$ cat config.mk
export PLATFORM = sky130hd
export DESIGN_NAME = rs_issue_sched
export DESIGN_NICKNAME = d
export VERILOG_FILES = /design/src/rtl/rs_issue_sched.sv
export SDC_FILE = /design/constraint.sdc
export NUM_CORES = 1
export LEC_CHECK = 0
export CORE_UTILIZATION = 65
export DETAILED_ROUTE_END_ITERATION = 8
export DONT_BUFFER_PORTS = 1
export HOLD_SLACK_MARGIN = 0.02
export PLACE_DENSITY = 0.8
export SYNTH_ARGS = -nofsm -noshare
export SYNTH_HDL_FRONTEND = slang
export SYNTH_SLANG_ARGS = --single-unit
$ cat constraint.sdc
create_clock -name clock -period 11 [get_ports clock]
set_input_delay 2.75 -clock clock [delete_from_list [all_inputs] [get_ports clock]]
set_output_delay 2.75 -clock clock [all_outputs]
set_load 0.005 [all_outputs]
$ cat src/rtl/rs_issue_sched.sv
// Issue scheduler: round-robin pick of one ready RS entry per FU class, offer hold until
// accept, and CDB writeback-slot reservation so ALU/MULT/LOAD results never collide.
module rs_issue_sched #(
    parameter int N_ENT    = 5,
    parameter int IDX_W    = 3,
    parameter int MULT_LAT = 4,
    parameter int LD_LAT   = 2
) (
    input  logic                 clock,
    input  logic                 reset,
    input  logic                 flush,
    input  logic [N_ENT-1:0]     req_valid,
    input  logic [2*N_ENT-1:0]   req_fu,
    output logic [3:0]           issue_valid,
    output logic [4*IDX_W-1:0]   issue_idx,
    input  logic [3:0]           issue_ready,
    output logic [N_ENT-1:0]     issued_mask
);

    localparam int ALU   = 0;
    localparam int MULT  = 1;
    localparam int LOAD  = 2;
    localparam int STORE = 3;

    // Pointer arithmetic wraps at N_ENT, not at 2^IDX_W.
    function automatic logic [IDX_W-1:0] wrap_add(input logic [IDX_W-1:0] base, input int step);
        int s;
        s = int'(base) + step;
        if (s >= N_ENT) s = s - N_ENT;
        return IDX_W'(s);
    endfunction

    logic [3:0]          hold_v;
    logic [IDX_W-1:0]    hold_idx [4];
    logic [IDX_W-1:0]    ptr      [4];
    logic [MULT_LAT-1:0] r;
    logic [MULT_LAT-1:0] r_next;

    logic [N_ENT-1:0]    match    [4];
    logic [3:0]          cand_v;
    logic [IDX_W-1:0]    cand_idx [4];
    logic [IDX_W-1:0]    pos;
    logic [3:0]          slot_ok;
    logic [3:0]          accept;
    logic                block;

    assign block = reset | flush;

    always_comb begin
        for (int c = 0; c < 4; c++) begin
            for (int i = 0; i < N_ENT; i++) begin
                match[c][i] = req_valid[i] && (req_fu[2*i +: 2] == 2'(c));
            end
        end
    end

    // Scan from the far end back toward ptr so the closest match wins.
    always_comb begin
        pos = '0;
        for (int c = 0; c < 4; c++) begin
            cand_v[c]   = hold_v[c];
            cand_idx[c] = hold_idx[c];
            if (!hold_v[c]) begin
                for (int k = N_ENT - 1; k >= 0; k--) begin
                    pos = wrap_add(ptr[c], k);
                    if (match[c][pos]) begin
                        cand_v[c]   = 1'b1;
                        cand_idx[c] = pos;
                    end
                end
            end
        end
    end

    // R[k] set means CDB cycle t+k+1 is already claimed.
    always_comb begin
        slot_ok[ALU]   = !r[0];
        slot_ok[MULT]  = !r[MULT_LAT-1];
        slot_ok[LOAD]  = !r[LD_LAT-1];
        slot_ok[STORE] = 1'b1;
        issue_valid = cand_v & slot_ok & {4{!block}};
        for (int c = 0; c < 4; c++) begin
            issue_idx[c*IDX_W +: IDX_W] = (cand_v[c] && !block) ? cand_idx[c] : '0;
        end
    end

    assign accept = issue_valid & issue_ready;

    always_comb begin
        issued_mask = '0;
        for (int c = 0; c < 4; c++) begin
            if (accept[c]) issued_mask[cand_idx[c]] = 1'b1;
        end
    end

    always_comb begin
        r_next = r >> 1;
        if (accept[MULT]) r_next[MULT_LAT-2] = 1'b1;
        if (accept[LOAD]) r_next[LD_LAT-2]   = 1'b1;
    end

    always_ff @(posedge clock) begin
        if (block) begin
            hold_v <= '0;
            r      <= '0;
            for (int c = 0; c < 4; c++) ptr[c] <= '0;
        end else begin
            r <= r_next;
            for (int c = 0; c < 4; c++) begin
                if (accept[c]) begin
                    hold_v[c] <= 1'b0;
                    ptr[c]    <= wrap_add(cand_idx[c], 1);
                end else if (issue_valid[c]) begin
                    hold_v[c] <= 1'b1;
                end
            end
        end
    end

    // Held index is only meaningful while hold_v is set, so it needs no reset.
    always_ff @(posedge clock) begin
        for (int c = 0; c < 4; c++) begin
            if (issue_valid[c] && !issue_ready[c]) hold_idx[c] <= cand_idx[c];
        end
    end

endmodule
==> flow_summary.yaml, run 1 <==
status:
  status: "finished, final reports clean"
die:
  fp.dieH_microns: 100.7
  ioPinCount: 43
  core-area_sq_um: 9328
  die_area_sq_um: 10140
  die_x_microns: 100.7
  initial_core_util_pct: 67.87
  rows: 35
yosys:
  yosysTopAreaCell: "edfxtp_1"
  synth_area_leaders: "edfxtp_1 (11%), ha_1 (8.1%), a21oi_1 (4.8%), nor2_1 (4.7%), mux2i_1 (4.1%)"
  synth_seq_cells: 31
  syn-num-nets: 915
  synth_top_area_share_pct: 11.38
  synthArstFlopShare_pct: 0
  yosysMostFrequentCell: "nor2_1"
  synth_edf_count: 24
  syn_area_per_cell_sq_um: 7.466
  yosys_most_used_dff: "edfxtp_1"
  synth_cells: 848
  synth_area_sq_um: 6331
  yosys_warnings: 0
  yosysSeqAreaShare_pct: 13.60
  synthDistinctLibCells: 93
  synth_common_cells: "nor2_1 (80), a21oi_1 (61), nand2_1 (58)"
grt:
  grt_start_max_net_pins: 28
  grt_use_total_pct: 37.13
  grt_pass1_vias: 6124
  grt_pass1_wl_microns: 29810
  antenna_found_initial: 0
  gr-total-overflow: 0
setup_path:
  max_stage_delay_ns: 0.50
  endpoint_kind: "output port"
  reg2reg_slack_ns: 5.65
  start_kind: "input pin"
  cp.arrival_ns: 5.66
  worstPathMaxFanout: 8
  crit_chain: "nand3b_1, a311o_1, nor4_2, nand4b_1, o31ai_2, nor2_1, nand2_1, nor3b_1, a22oi_1, o211ai_1"
  slowest_stage: "nor4_2"
  reg2reg_to: "ptr[3][1]"
  timing.rr.start: "ptr[3][0]"
  r2r.worst_path.cells: 16
  required_ns: 8.25
  criticalPathCategory: "input pin to output port"
pwr:
  seq_power_share_pct: 15.5
  p_per_area_nw_per_um2: 210.3
  combPwrFrac_pct: 75.9
  p_clk_share_pct: 8.6
  p_leak_nw: 2.538
  power_switching_uw: 732.3
  netSwitchingFraction_pct: 54.02
  power.internal_uw: 623.3
  p_total_mw: 1.356
  vdd_ir_drop_max_uv: 150.8
finish:
  nets: 889
  regArea_sq_um: 860.8
  drive_above_1_share_pct: 7.290
  fillers: 790
  multi_input_area_sq_um: 5101
  areaGrowthSynthToFinish_pct: 1.818
  diodes: 0
clocking:
  clkSinkCount: 31
  cts_buffers: 5
  cts_max_level: 2
  cts_tree: "done"
  post_cts_buffers: 0
  cts_hold_buffers: 0
  clk_latency_ns: 0.30
  clk_pin_slew_worst_paths_ns: 0.07
  cts_root_buffer: "clkbuf_8"
  cts_resized: 0
  ctsLongestPathBuffers: 2
route:
  via_count: 6827
  drc: 0
  drtIter0Drc: 514
  first_pass_iters: 6
  vias_per_cell: 7.171
  routedWlPerCell_microns: 19.90
  wirelength_microns: 18950
  ant_nets: 0
timing:
  hold_slack_ns: 0.4578
  setup_viol: 0
  clock_skew_ns: 0.005403
  tightestPinTransition_ns: 0.9107
  drv_slew: 0
  rsz0062_at_grt: "false"
  finalHoldViolCount: 0
  fmax_ghz: 0.1190
  layout_min_cycle_time_ns: 8.407
  fin_crit_sh_pct: 76.43
  slew_headroom_pct: 39.29
  setup_tns_ns: 0
hold_path:
  worstHoldStart: "r[2]"
  min_to: "r[1]"
  hp-class: "flip-flop to flip-flop"
  hold_depth: 1
placement:
  place_congestion: 0.9976
  dp.final_hpwl_microns: 14550
  portBuffers: 0
run:
  drv_cap: 0
==> worst max-delay path, delay by kind of cell <==
kind / cells / cell delay, ns
compound gates: 4 / 0.88
simple gates: 6 / 2.02
==> layout make-up <==
| class | instances | area share [%] |
|---|---|---|
| Inverter | 54 | 3.144 |
| Clock inverter | 3 | 0.6793 |
| Multi-Input combinational cell | 729 | 79.13 |
| Timing Repair Buffer | 1 | 0.1165 |
| Tap cell | 129 | 2.504 |
| Clock buffer | 5 | 1.068 |
| Sequential cell | 31 | 13.35 |
==> metal layers <==
metal	vias to the layer above	track usage [%]	routed length [microns]
met1	3191	48.41	7670
met4	0	14.49	547
met2	413	62.86	8851
li1	3169	-	-
met3	54	4.230	1876
met5	-	0	0
==> cell families (layout without fill, tap and decap cells) <==
logic type	after synthesis	after routing	share of synthesized area (%)
adders and majority gates	45	45	9.368
buffers and inverters	88	63	5.830
xor gates and xnor gates	16	16	2.214
AOI/OAI and AO/OA	263	263	30.38
DFF	31	31	13.60
and+or+nand+nor	370	370	31.84
muxes	35	35	6.779
==> how the worst max path moves through the flow <==
stage	startpoint	to	slack, ns	depth (start not counted)
5_1_grt	req_fu[4]	issued_mask[3]	2.35	10
3_5_place_dp	req_fu[4]	issued_mask[3]	2.64	10
6_report	req_fu[4]	issued_mask[3]	2.59	10
4_1_cts	req_fu[4]	issued_mask[3]	2.63	10
2_1_floorplan	req_fu[4]	issued_mask[3]	3.23	11
3_3_place_gp	req_fu[4]	issued_mask[3]	2.74	10
==> power by group through the flow <==
stage	logic (mW)	registers [mW]	clock network (mW)
global placement	0.963	0.208	0
global route	1.12	0.212	0.121
detailed placement	0.993	0.210	0
finish	1.03	0.210	0.117
CTS	0.999	0.207	0.117
floorplan	0.821	0.179	0
==> per-stage QoR <==
| stage | utilization, % | cells | cell area (sq um) | setup slack, ns |
|---|---|---|---|---|
| after detailed placement | 67.90 | 944 | 6334 | 2.635 |
| after global routing | 69.11 | 952 | 6446 | 2.347 |
| final | 69.11 | 952 | 6446 | 2.593 |
| after global placement | 67.90 | 944 | 6334 | 2.738 |
| after floorplan | - | 848 | 6331 | 3.234 |
| after CTS | 69.11 | 952 | 6446 | 2.632 |
==> layout by cell type (no fill, tap or decap), types with 8 or more instances in the layout <==
master	Yosys	routed
nor2_1	80	80
a21oi_1	61	61
nand2_1	58	58
inv_1	43	43
ha_1	41	41
o21ai_0	34	34
nor3_1	31	31
nand3_1	27	27
mux2i_1	26	26
nand2b_1	24	24
edfxtp_1	24	24
and3_1	23	23
a211oi_1	22	22
nor2b_1	21	21
xnor2_1	15	15
nand3b_1	14	14
and2_1	12	12
o22ai_1	11	11
or3_1	11	11
and3b_1	11	11
a21o_1	11	11
o21a_1	9	9
or2_2	9	9
a31oi_1	9	9
nor3b_1	9	9
nor4_1	8	8
==> flip-flops by register name, summed over array words and instances, names as in the netlist <==
signal    cells
hold_v        4
ptr          12
r             3
hold_idx     12
Note: power is estimated with default switching activity, not from simulation.
==> inputs of run 2 (changes only) <==
Clock period 11 ns to 8.8 ns, I/O delays scaled along.
==> run 2 against run 1 <==
Against the previous run:
- routed wire length decreased by 1.1%
- global-route usage decreased by 0.19 points
- hold slack got worse by 0.028 ns
- largest cell class unchanged
- highest routed layer unchanged
==> flow_summary.yaml, run 2 (synthesized netlist as in run 1, its figures left out) <==
pwr:
  p_per_area_nw_per_um2: 261.5
  vdd_ir_drop_max_uv: 192.7
  p_leak_nw: 2.538
clocking:
  post_cts_buffers: 0
  cts_root_buffer: "clkbuf_8"
  cts_max_level: 2
  clk_latency_ns: 0.29
  cts_buffers: 5
  ctsLongestPathBuffers: 2
  clk_pin_slew_worst_paths_ns: 0.07
  cts_tree: "done"
  clkSinkCount: 31
  cts_resized: 0
  cts_hold_buffers: 0
timing:
  drv_slew: 0
  finalHoldViolCount: 0
  worst_slack_ns: 1.333
  setup_viol: 0
  slew_headroom_pct: 40.38
  tightestPinTransition_ns: 0.8943
  fin_crit_sh_pct: 84.86
  layout_min_cycle_time_ns: 7.467
  rsz0062_at_grt: "false"
  setup_tns_ns: 0
  fmax_ghz: 0.1339
  clock_skew_ns: 0.009185
setup_path:
  critPathBufInv: 1
  worstPathMaxFanout: 27
  required_ns: 6.60
  slowest_stage: "edfxtp_1"
  cpMostUsedCell: "ha_1"
  timing.rr.start: "ptr[3][0]"
  max_stage_delay_ns: 0.94
  cp.arrival_ns: 5.27
  criticalPathCategory: "flip-flop to output port"
  reg2reg_to: "ptr[3][1]"
  path_delay_family: "simple AND/OR/NAND/NOR gates"
  startpoint: "ptr[2][0]"
  crit_chain: "clkinv_1, ha_1, ha_1, a2111oi_0, a311o_1, nor4_2, nand4b_1, o31ai_2, nor2_1, nand2_1, nor3b_1, a22oi_1, o211ai_1"
  start_kind: "flip-flop"
  r2r.worst_path.cells: 16
  reg2reg_slack_ns: 3.43
  endpoint_kind: "output port"
route:
  wirelength_microns: 18730
  first_pass_iters: 5
  drtIter0Drc: 558
  via_count: 6808
  drc: 0
  vias_per_cell: 7.151
  routedWlPerCell_microns: 19.67
  ant_nets: 0
grt:
  grt_start_max_net_pins: 28
  grt_pass1_wl_microns: 29820
  grt_use_total_pct: 36.94
  gr-total-overflow: 0
  antenna_found_initial: 0
  grt_pass1_vias: 6208
finish:
  regArea_sq_um: 860.8
  diodes: 0
  mostFrequentLayoutCells: "nor2_1 (80), a21oi_1 (61), nand2_1 (58), inv_1 (43), ha_1 (41)"
  fillers: 837
  final_cells: 952
  areaGrowthSynthToFinish_pct: 1.818
  utilization_pct: 69.11
  nets: 889
  drive_above_1_share_pct: 7.290
  reg.largest.list: "hold_idx (12), ptr (12), hold_v (4)"
  final_common_cell: "nor2_1"
  multi_input_area_sq_um: 5101
die:
  core-area_sq_um: 9328
  ioPinCount: 43
  rows: 35
  die_area_sq_um: 10140
  die_x_microns: 100.7
  initial_core_util_pct: 67.87
  fp.dieH_microns: 100.7
hold_path:
  hp-class: "flip-flop to flip-flop"
  min_to: "r[1]"
  worstHoldStart: "r[2]"
  hold_depth: 1
placement:
  dp_cells: 944
  place_congestion: 1.046
  dp.final_hpwl_microns: 14410
  portBuffers: 0
  dp_slack_ns: 1.488
run:
  drv_cap: 0
status:
  status: "finished, final reports clean"
-- run 2: cell counts in the layout (fill, tap and decap cells not counted) --
No cell type changed its count.
-- run 2: worst max path at each step --
| stage | cells past startpoint | end |
|---|---|---|
| final | 13 | issued_mask[3] |
| after global placement | 11 | issued_mask[3] |
| after floorplan | 11 | issued_mask[3] |
| after detailed placement | 11 | issued_mask[3] |
| after CTS | 13 | issued_mask[3] |
| after global routing | 14 | issued_mask[3] |
-- run 2: area by class of cell --
| cell class | count | area share [%] |
|---|---|---|
| flip-flops and latches | 31 | 13.35 |
| inverters | 54 | 3.144 |
| multi-input cells | 729 | 79.13 |
| clock buffers | 5 | 1.068 |
| repair buffers | 1 | 0.1165 |
| well taps | 129 | 2.504 |
| clock inverters | 3 | 0.6793 |
-- run 2: metrics by stage --
stage	hold slack (ns)	power, mW	area, sq um
detailed placement	0.4191	1.499	6334
finish	0.4302	1.686	6446
global placement	0.4127	1.466	6334
CTS	0.4326	1.648	6446
global route	0.4512	1.805	6446
floorplan	0.4057	1.251	6331
-- run 2: power breakdown --
| group | switching [mW] | internal (mW) | total [mW] |
|---|---|---|---|
| combinational | 0.787 | 0.495 | 1.28 |
| sequential | 0.0613 | 0.199 | 0.261 |
| clock | 0.0590 | 0.0842 | 0.143 |
| total | 0.907 | 0.778 | 1.69 |
-- run 2: routing by layer --
| layer | wire length, microns | global-route usage (%) |
|---|---|---|
| met5 | 0 | 0 |
| met4 | 546 | 13.60 |
| met3 | 1668 | 5.756 |
| met2 | 8810 | 63.01 |
| met1 | 7705 | 47.10 |
==> inputs of run 3 (changes only) <==
Clock period 8.8 ns to 7.3 ns, I/O delays scaled along.
==> run 3 against run 2 <==
Against the previous run:
- clock power increased by 22%
- via count is 0.13% higher
- critical path depth unchanged
- global-route usage rose by 1.2 points
- combinational power rose by 24%
- worst setup slack lost 0.81 ns
==> flow_summary.yaml, run 3 (synthesized netlist as in run 1, its figures left out) <==
finish:
  diodes: 0
  final_cells: 955
  mostFrequentLayoutCells: "nor2_1 (80), a21oi_1 (61), nand2_1 (58), inv_1 (43), ha_1 (41)"
  drive_above_1_share_pct: 7.627
  postLayoutCellArea_sq_um: 6469
  final_common_cell: "nor2_1"
  nets: 892
  reg.largest.list: "hold_idx (12), ptr (12), hold_v (4)"
  areaGrowthSynthToFinish_pct: 2.174
pwr:
  netSwitchingFraction_pct: 54.20
  combPwrFrac_pct: 77.4
  power.internal_uw: 943.3
  power_switching_mw: 1.117
  p_per_area_nw_per_um2: 318.4
  p_clk_share_pct: 8.4
  seq_power_share_pct: 14.2
  vdd_ir_drop_max_uv: 225.9
  p_leak_nw: 2.554
clocking:
  clk_pin_slew_worst_paths_ns: 0.07
  cts_tree: "done"
  post_cts_buffers: 0
  clkSinkCount: 31
  cts_hold_buffers: 0
  cts_max_level: 2
  clk_latency_ns: 0.29
  ctsLongestPathBuffers: 2
  cts_buffers: 5
  cts_root_buffer: "clkbuf_8"
  cts_resized: 0
setup_path:
  max_stage_delay_ns: 0.76
  worstPathMaxFanout: 16
  r2r.worst_path.cells: 18
  required_ns: 5.48
  slowest_stage: "edfxtp_1"
  timing.rr.start: "ptr[3][0]"
  cp.arrival_ns: 4.95
  start_kind: "flip-flop"
  reg2reg_to: "ptr[3][1]"
  reg2reg_slack_ns: 2.19
  crit_chain: "clkinv_1, ha_1, clkinv_1, o21a_1, o21ai_0, a21oi_1, mux2i_1, nand4b_1, a21bo_2, a31oi_1, and3_1, nand2_1, o211ai_1"
  cpMostUsedCell: "clkinv_1"
  criticalPathCategory: "flip-flop to output port"
  endpoint_kind: "output port"
die:
  die_x_microns: 100.7
  fp.dieH_microns: 100.7
  core-area_sq_um: 9328
  initial_core_util_pct: 67.87
  die_area_sq_um: 10140
  rows: 35
  ioPinCount: 43
grt:
  grt_start_max_net_pins: 28
  use_met2_pct: 64.28
  grt_use_total_pct: 38.10
  gr-total-overflow: 0
  antenna_found_initial: 0
  grt_use_met3_pct: 5.756
  busiest_layer: "met2"
  grt_pass1_vias: 6303
  grt_pass1_wl_microns: 30820
  use_met1_pct: 49.72
placement:
  portBuffers: 0
  dp.final_hpwl_microns: 14750
  place_congestion: 1.019
  postPlaceCellArea_sq_um: 6356
  dp_cells: 947
timing:
  clock_skew_ns: 0.003216
  layout_min_cycle_time_ns: 6.776
  finalHoldViolCount: 0
  fin_crit_sh_pct: 92.82
  drv_slew: 0
  setup_viol: 0
  rsz0062_at_grt: "false"
  fmax_ghz: 0.1476
  tightestPinTransition_ns: 0.7541
  setup_tns_ns: 0
  slew_headroom_pct: 49.73
hold_path:
  worstHoldStart: "r[2]"
  min_to: "r[1]"
  hp-class: "flip-flop to flip-flop"
  hold_depth: 1
route:
  drtIter0Drc: 516
  routedWlPerCell_microns: 20.12
  ant_nets: 0
  vias_per_cell: 7.138
  wirelength_microns: 19210
  via_count: 6817
  first_pass_iters: 5
  drc: 0
run:
  drv_cap: 0
status:
  status: "finished, final reports clean"
run 3: changes by cell type in the layout (fill, tap and decap cells not counted), sizes merged:
cell / delta
buf: +3
run 3: worst max path at each step:
stage / from / endpoint / slack, ns / cells after the start
6_report: ptr[1][0] / issued_mask[3] / 0.52 / 13
5_1_grt: ptr[1][0] / issued_mask[3] / 0.12 / 13
4_1_cts: ptr[1][0] / issued_mask[4] / 0.65 / 13
3_5_place_dp: req_fu[4] / issued_mask[3] / 0.81 / 11
3_3_place_gp: req_fu[4] / issued_mask[3] / 0.88 / 11
2_1_floorplan: req_fu[4] / issued_mask[3] / 1.38 / 11
run 3: worst max-delay path, delay by kind of cell (launching register included):
family / cells / cell delay (ns)
compound gates: 6 / 1.43
buf+inv: 2 / 0.82
flops: 1 / 0.76
fa+ha+maj: 1 / 0.65
simple gates: 3 / 0.52
mux: 1 / 0.49
run 3: final cells by class:
cell class	count	area (sq um)
clock inverter	3	43.79
timing repair buffer	4	30.03
inverter	54	202.7
fill	790	2859
sequential	31	860.8
multi-input combinational	729	5101
clock buffer	5	68.82
tap	129	161.4
run 3: power groups by stage:
stage | Clock [mW] | Sequential [mW] | Combinational (mW)
final | 0.174 | 0.292 | 1.59
after global routing | 0.180 | 0.296 | 1.73
after CTS | 0.174 | 0.290 | 1.54
after detailed placement | 0 | 0.293 | 1.53
after global placement | 0 | 0.292 | 1.48
after floorplan | 0 | 0.270 | 1.24
run 3: per-layer routing:
layer	up-vias	share of wire, %
met4	0	2.8
met2	402	47
met5	-	0
met1	3176	40
li1	3174	-
met3	65	9.8
run 3: stage by stage:
| step | util (%) | hold WS (ns) | setup WS [ns] | power, mW |
|---|---|---|---|---|
| after global placement | 68.14 | 0.4191 | 0.8828 | 1.768 |
| after detailed placement | 68.14 | 0.4159 | 0.8102 | 1.828 |
| after global routing | 69.35 | 0.4538 | 0.1207 | 2.209 |
| final | 69.35 | 0.4349 | 0.5243 | 2.060 |
| after floorplan | - | 0.4057 | 1.384 | 1.508 |
| after CTS | 69.35 | 0.4333 | 0.6467 | 2.007 |
